$ cat src/rtl/pipe_pkg.sv
// rtl/pipe_pkg.sv - shared constants for the fetch/decode pipeline registers
package pipe_pkg;

    localparam logic [31:0] NOP_INSTR = 32'h0000_0013;

    // ID/EX control bundle layout
    localparam int CTRL_W       = 10;
    localparam int CTRL_REGWR   = 0;
    localparam int CTRL_MEMRD   = 1;
    localparam int CTRL_MEMWR   = 2;
    localparam int CTRL_MEM2REG = 3;
    localparam int CTRL_ALUSRC  = 4;
    localparam int CTRL_ALUOP0  = 5;
    localparam int CTRL_ALUOP1  = 6;
    localparam int CTRL_BRANCH  = 7;
    localparam int CTRL_JUMP    = 8;
    localparam int CTRL_SPARE   = 9;

    localparam int          PC_STEP       = 4;
    localparam logic [63:0] RESET_PC      = 64'h0;
    localparam int          MAX_STALL_DEF = 2;

endpackage

$ cat src/rtl/stall_monitor.sv
// rtl/stall_monitor.sv - load-use stall watchdog with sticky protocol error
// Ports:
//   clk, rst            clock, synchronous active-high reset
//   pc_write            0 = PC held this cycle
//   if_id_write         must agree with pc_write unless flushing
//   branch_flush        flush cycle, clears the consecutive-stall count
//   stall_error         sticky, cleared only by rst
module stall_monitor
    import pipe_pkg::*;
#(
    parameter int MAX_STALL = MAX_STALL_DEF
) (
    input  logic clk,
    input  logic rst,
    input  logic pc_write,
    input  logic if_id_write,
    input  logic branch_flush,
    output logic stall_error
);

    localparam int              CNT_W = $clog2(MAX_STALL + 2);
    localparam logic [CNT_W-1:0] SAT  = CNT_W'(MAX_STALL + 1);

    logic [CNT_W-1:0] stall_cnt;
    logic [CNT_W-1:0] cnt_next;
    logic             stall_cycle;
    logic             mismatch;

    assign stall_cycle = !pc_write && !branch_flush;
    assign mismatch    = !branch_flush && (pc_write != if_id_write);

    always_comb begin
        cnt_next = '0;
        if (stall_cycle) begin
            cnt_next = (stall_cnt == SAT) ? SAT : stall_cnt + 1'b1;
        end
    end

    always_ff @(posedge clk) begin
        if (rst) begin
            stall_cnt   <= '0;
            stall_error <= 1'b0;
        end else begin
            stall_cnt <= cnt_next;
            // Flag on the same edge the count first reaches the limit
            if ((stall_cycle && cnt_next == SAT) || mismatch) begin
                stall_error <= 1'b1;
            end
        end
    end

endmodule

$ cat src/rtl/fetch_stall_ctrl.sv
// rtl/fetch_stall_ctrl.sv - PC, IF/ID and ID/EX control registers obeying hazard/flush handshake
// Optional: STALL_PERF_EN adds perf_stall_cycles / perf_flush_cycles outputs.
// Ports:
//   clk, rst                        clock, synchronous active-high reset
//   pc_write, if_id_write           hazard unit hold controls (0 = hold)
//   hazard_detected                 1 = bubble into ID/EX control
//   branch_flush, branch_target     MEM-stage redirect
//   imem_instr                      instruction read at imem_addr
//   id_ctrl                         decoded control bundle
//   imem_addr                       PC register
//   if_id_pc, if_id_instr           IF/ID register
//   id_ex_ctrl                      ID/EX control register
//   stall_active                    PC held this cycle (combinational)
//   stall_error                     sticky protocol violation
module fetch_stall_ctrl #(
    parameter int                ADDR_W    = 64,
    parameter int                INSTR_W   = 32,
    parameter int                CTRL_W    = pipe_pkg::CTRL_W,
    parameter int                PC_STEP   = pipe_pkg::PC_STEP,
    parameter logic [INSTR_W-1:0] NOP_INSTR = INSTR_W'(pipe_pkg::NOP_INSTR),
    parameter int                MAX_STALL = pipe_pkg::MAX_STALL_DEF,
    parameter logic [ADDR_W-1:0] RESET_PC  = ADDR_W'(pipe_pkg::RESET_PC)
) (
    input  logic               clk,
    input  logic               rst,
    input  logic               pc_write,
    input  logic               if_id_write,
    input  logic               hazard_detected,
    input  logic               branch_flush,
    input  logic [ADDR_W-1:0]  branch_target,
    input  logic [INSTR_W-1:0] imem_instr,
    input  logic [CTRL_W-1:0]  id_ctrl,
    output logic [ADDR_W-1:0]  imem_addr,
    output logic [ADDR_W-1:0]  if_id_pc,
    output logic [INSTR_W-1:0] if_id_instr,
    output logic [CTRL_W-1:0]  id_ex_ctrl,
    output logic               stall_active,
`ifdef STALL_PERF_EN
    output logic [31:0]        perf_stall_cycles,
    output logic [31:0]        perf_flush_cycles,
`endif
    output logic               stall_error
);

    logic [ADDR_W-1:0] pc;

    assign imem_addr    = pc;
    assign stall_active = !pc_write && !branch_flush;

    always_ff @(posedge clk) begin
        if (rst) begin
            pc          <= RESET_PC;
            if_id_pc    <= '0;
            if_id_instr <= NOP_INSTR;
            id_ex_ctrl  <= '0;
        end else if (branch_flush) begin
            pc          <= branch_target;
            if_id_pc    <= '0;
            if_id_instr <= NOP_INSTR;
            id_ex_ctrl  <= '0;
        end else begin
            if (pc_write) begin
                pc <= pc + ADDR_W'(PC_STEP);
            end
            if (if_id_write) begin
                if_id_pc    <= pc;
                if_id_instr <= imem_instr;
            end
            id_ex_ctrl <= hazard_detected ? '0 : id_ctrl;
        end
    end

`ifdef STALL_PERF_EN
    always_ff @(posedge clk) begin
        if (rst) begin
            perf_stall_cycles <= '0;
            perf_flush_cycles <= '0;
        end else begin
            if (stall_active) begin
                perf_stall_cycles <= perf_stall_cycles + 32'd1;
            end
            if (branch_flush) begin
                perf_flush_cycles <= perf_flush_cycles + 32'd1;
            end
        end
    end
`endif

    stall_monitor #(
        .MAX_STALL (MAX_STALL)
    ) u_stall_monitor (
        .clk          (clk),
        .rst          (rst),
        .pc_write     (pc_write),
        .if_id_write  (if_id_write),
        .branch_flush (branch_flush),
        .stall_error  (stall_error)
    );

endmodule
$ cat config.mk
export PLATFORM = sky130hd
export DESIGN_NAME = fetch_stall_ctrl
export DESIGN_NICKNAME = d
export VERILOG_FILES = /design/src/rtl/pipe_pkg.sv /design/src/rtl/stall_monitor.sv /design/src/rtl/fetch_stall_ctrl.sv
export SDC_FILE = /design/constraint.sdc
export NUM_CORES = 1
export LEC_CHECK = 0
export CAP_MARGIN = 25
export CORE_MARGIN = 8
export CORE_UTILIZATION = 28
export DETAILED_ROUTE_END_ITERATION = 7
export PLACE_DENSITY = 0.54
export SETUP_SLACK_MARGIN = 0.3
export SYNTH_ARGS = -nofsm -noshare
export SYNTH_HDL_FRONTEND = slang
export SYNTH_HIERARCHICAL = 1
export SYNTH_SLANG_ARGS = --single-unit
export TNS_END_PERCENT = 30
$ cat constraint.sdc
create_clock -name clk -period 2.9 [get_ports clk]
set_clock_uncertainty 0.05 [all_clocks]
set_input_delay 0.58 -clock clk [delete_from_list [all_inputs] [get_ports clk]]
set_output_delay 0.58 -clock clk [all_outputs]
set_load 0.05 [all_outputs]
==> metrics.md <==
| Metric | Value |
|---|---|
| Status | finished, final reports clean |
| Starting density of the core | 28.1% |
| Final standard cell area without fillers | 0.0116 sq mm |
| Max-cap violations | 0 |
| Overall die width | 179 um |
| Cell count after synthesis | 825 |
| Number of hold violations in the final report | 0 |
| Setup Viol. Count Final | 0 |
| Crit Path Category | register to primary output |
| Share of final-layout standard cells stronger than drive strength 1 | 9.62% |
| Number of synthesis warnings | 6 |
| Dominant synthesized flop cell | dfxtp_1 |
| Total buffers and inverters traversed by the critical path | 1 |
| Grt total ovfl | 0 |
| Number of max-slew violations in the final report | 0 |
| Switching share of total power | 29.8% |
| ANT nets after route | 0 |
| Startpoint types | register |
| Clock-pin transition on the worst setup and hold timing paths | 0.07 ns |
| Global-route wire length before repair | 42800 um |
| Switching power of the nets | 1790 uW |
| Worst hold path class | register to register |
| Final-stage net count | 1233 |
| Sort of element at the end of the critical path | primary output |
| Clock latency on the worst-skew pair | 0.43 ns |
| Max Fanout on Critical Path | 8 |
| Design internal power | 4220 uW |
| Max stage delay cell, worst path | clkdlybuf4s50_1 |
| Distinct cells, synth | 46 |
| Area of the core region | 0.0266 sq mm |
| Fraction of the yosys area taken by sequential cells | 46.3% |
| Number of antenna violations at the first check in global routing | 3 |
| Arrival time worst endpoint | 1.88 ns |
| Data required time at the worst endpoint | 2.27 ns |
| Part of the power in the clock network | 38.6% |
| Root Buffer Master | clkbuf_16 |
| Number of clock sinks | 173 |
| Buffers from clock root to sink, at most | 2 |
| Vias in the first global route | 7081 |
| CP top delay family | buffers and inverters |
| Detailed Route Iter0 Violations | 354 |
| Detailed Routing Iterations Pass 1 | 5 |
| Overall Global Routing Usage | 16.6% |
| Logic pwr share | 18.4% |
| Vias/cell | 4.82 |
| Area of the mapped netlist | 0.00748 sq mm |
| Post-route worst setup slack | 0.394 ns |
| Area fraction of the dominant cell type after synthesis | 46.3% |
| Nets in the synthesized netlist | 938 |
| Setup Slack @ Placement | -0.0427 ns |
| # rows | 60 |
| Static leakage | 0.00434 uW |
| Final GP Congestion | 0.794 |
| Instance area after placement | 0.0110 sq mm |
| Delay of the slowest cell on the worst path | 0.89 ns |
| Die ar. | 0.0322 sq mm |
| Clock tree from TritonCTS | yes |
| Crit share post-route | 86.4% |
| Placed wire-length estimate | 21000 um |
| Die span in y | 179 um |
| Fin Hold WS | 0.421 ns |
| Worst voltage drop across the vdd grid | 0.305 mV |
| Min cycle time layout | 2.51 ns |
| Fmax | 0.399 GHz |
| Final routed DRC violation total | 0 |
| Power density over the cells | 520 mW/mm^2 |
| Dominant cells by area after synthesis | dfxtp_1 (46%), mux2i_1 (14%), nor2_1 (8.5%) |
| RSZ-0062 raised after global routing | true |
| Most instantiated cells after synthesis | dfxtp_1 (173), nor2_1 (169), mux2i_1 (103) |
| Final Total Pwr | 6010 uW |
| Ordered list of cells on the worst path | clkdlybuf4s50_1 |
| Worst slew margin relative to its limit | 57.9% |
| Dominant cell by count in the synthesized netlist | dfxtp_1 |
| FF+latch count, synth | 173 |
| EDFF count, synth | 0 |
| Actual transition at the worst max-transition pin | 0.629 ns |
| Sum of routed wire length over all layers | 28000 um |
| Fraction of registers with async set or reset after synthesis | 0% |
| Average footprint of a synthesized cell | 9.07 sq um |
| Pin count of the biggest net entering global routing | 61 |
| Dominant cell type by area after synthesis | dfxtp_1 |
| # IOs | 284 |
| Part of the power in registers | 43.1% |
| Count of vias placed by the detailed router | 7107 |
| Buffers added on ports | 283 |
| Filler cell count in the final layout | 2683 |
| Clock buffer count from CTS | 17 |
| Drt wl/cell | 19.0 um |
| Maximum level of the CTS H-tree | 4 |
| Area growth, synth to finish | 54.7% |
-- routing by layer --
metal	part of all wire [%]	GRT usage, %
met2	47	28.1
met3	7.0	5.42
met4	1.4	4.17
met1	44	20.1
met5	0.036	0
-- layout by cell type, fill, tap and decap left out, drive strengths merged, types with 5 or more instances in the layout --
| cell | count |
|---|---|
| or4 | 14 |
| o21ai | 8 |
| nand2 | 37 |
| nand3 | 23 |
| clkinv | 5 |
| nand4 | 26 |
| and3 | 15 |
| a2111oi | 7 |
| clkdlybuf4s50 | 279 |
| xor2 | 12 |
| a21oi | 8 |
| and4 | 12 |
| and2 | 14 |
| a311oi | 16 |
| or3 | 12 |
| nor2 | 169 |
| dfxtp | 173 |
| nor4 | 17 |
| inv | 13 |
| mux2i | 103 |
| o31ai | 11 |
| nor3 | 14 |
| a211oi | 26 |
| clkbuf | 21 |
| xnor2 | 20 |
| buf | 56 |
-- stage by stage --
stage / instances / utilization [%] / setup TNS, ns
6_report: 1476 / 43.5 / 0
2_1_floorplan: 825 / - / 0
3_3_place_gp: 1439 / 41.2 / -0.0256
3_5_place_dp: 1439 / 41.2 / -0.0838
5_1_grt: 1476 / 43.5 / 0
4_1_cts: 1471 / 43.4 / 0
-- kinds of logic (layout without fill, tap and decap cells) --
| kind of cell | Yosys count | count (layout) | synth area share (%) |
|---|---|---|---|
| buffers and inverters | 69 | 377 | 3.53 |
| and+or+nand+nor | 363 | 363 | 24.0 |
| adders and majority gates | 1 | 1 | 0.167 |
| xor gates and xnor gates | 32 | 32 | 3.75 |
| DFF | 173 | 173 | 46.3 |
| muxes | 104 | 104 | 13.9 |
| other | 0 | 2 | 0 |
| AOI/OAI and AO/OA | 83 | 83 | 8.33 |
-- power by group through the flow --
stage	Combinational (uW)	Clock [uW]	Sequential, uW
final	1100	2320	2590
after global routing	1160	2480	2610
after CTS	1110	2410	2590
after detailed placement	1110	0	2640
after global placement	1110	0	2640
after floorplan	289	0	2960
-- worst reg2reg max path, cell delays in order (launching register included) --
cell       delay (ns)
dfxtp_1          0.44
nand4_1          0.15
or4_4            0.63
or4_4            0.57
or2_0            0.23
a2111oi_1        0.32
-- flip-flops by register name, summed over array words and instances (netlist names) --
register and flops:
u_stall_monitor/stall_error 1, id_ex_ctrl 10, if_id_instr 32, if_id_pc 64, imem_addr 64, u_stall_monitor/stall_cnt 2
-- path summary, 6_finish.rpt --
| check | startpoint | to | slack [ns] | depth (start not counted) |
|---|---|---|---|---|
| max | imem_addr[24] | imem_addr[24] | 0.39 | 1 |
| min | u_stall_monitor/stall_error | u_stall_monitor/stall_error | 0.42 | 2 |
| max reg2reg | imem_addr[14] | imem_addr[58] | 0.40 | 5 |
| min reg2reg | u_stall_monitor/stall_error | u_stall_monitor/stall_error | 0.42 | 2 |
-- layout make-up --
type / count / area, sq um / share of cell area [%]
Multi-Input combinational cell: 583 / 3760 / 32.5
Clock buffer: 21 / 480 / 4.15
Tap cell: 341 / 427 / 3.69
Antenna cell: 2 / 5.00 / 0.0432
Inverter: 10 / 37.5 / 0.324
Clock inverter: 11 / 108 / 0.930
Sequential cell: 173 / 3480 / 30.0
Timing Repair Buffer: 335 / 3270 / 28.3
-- what timing repair did --
item,CTS,global route
hold buffers,0,0
hold endpoints to repair,0,0
resized for setup,0,2
buffers inserted,0,3
endpoints found under the setup margin,0,4
No activity file was read; power rests on OpenSTA's default activity.
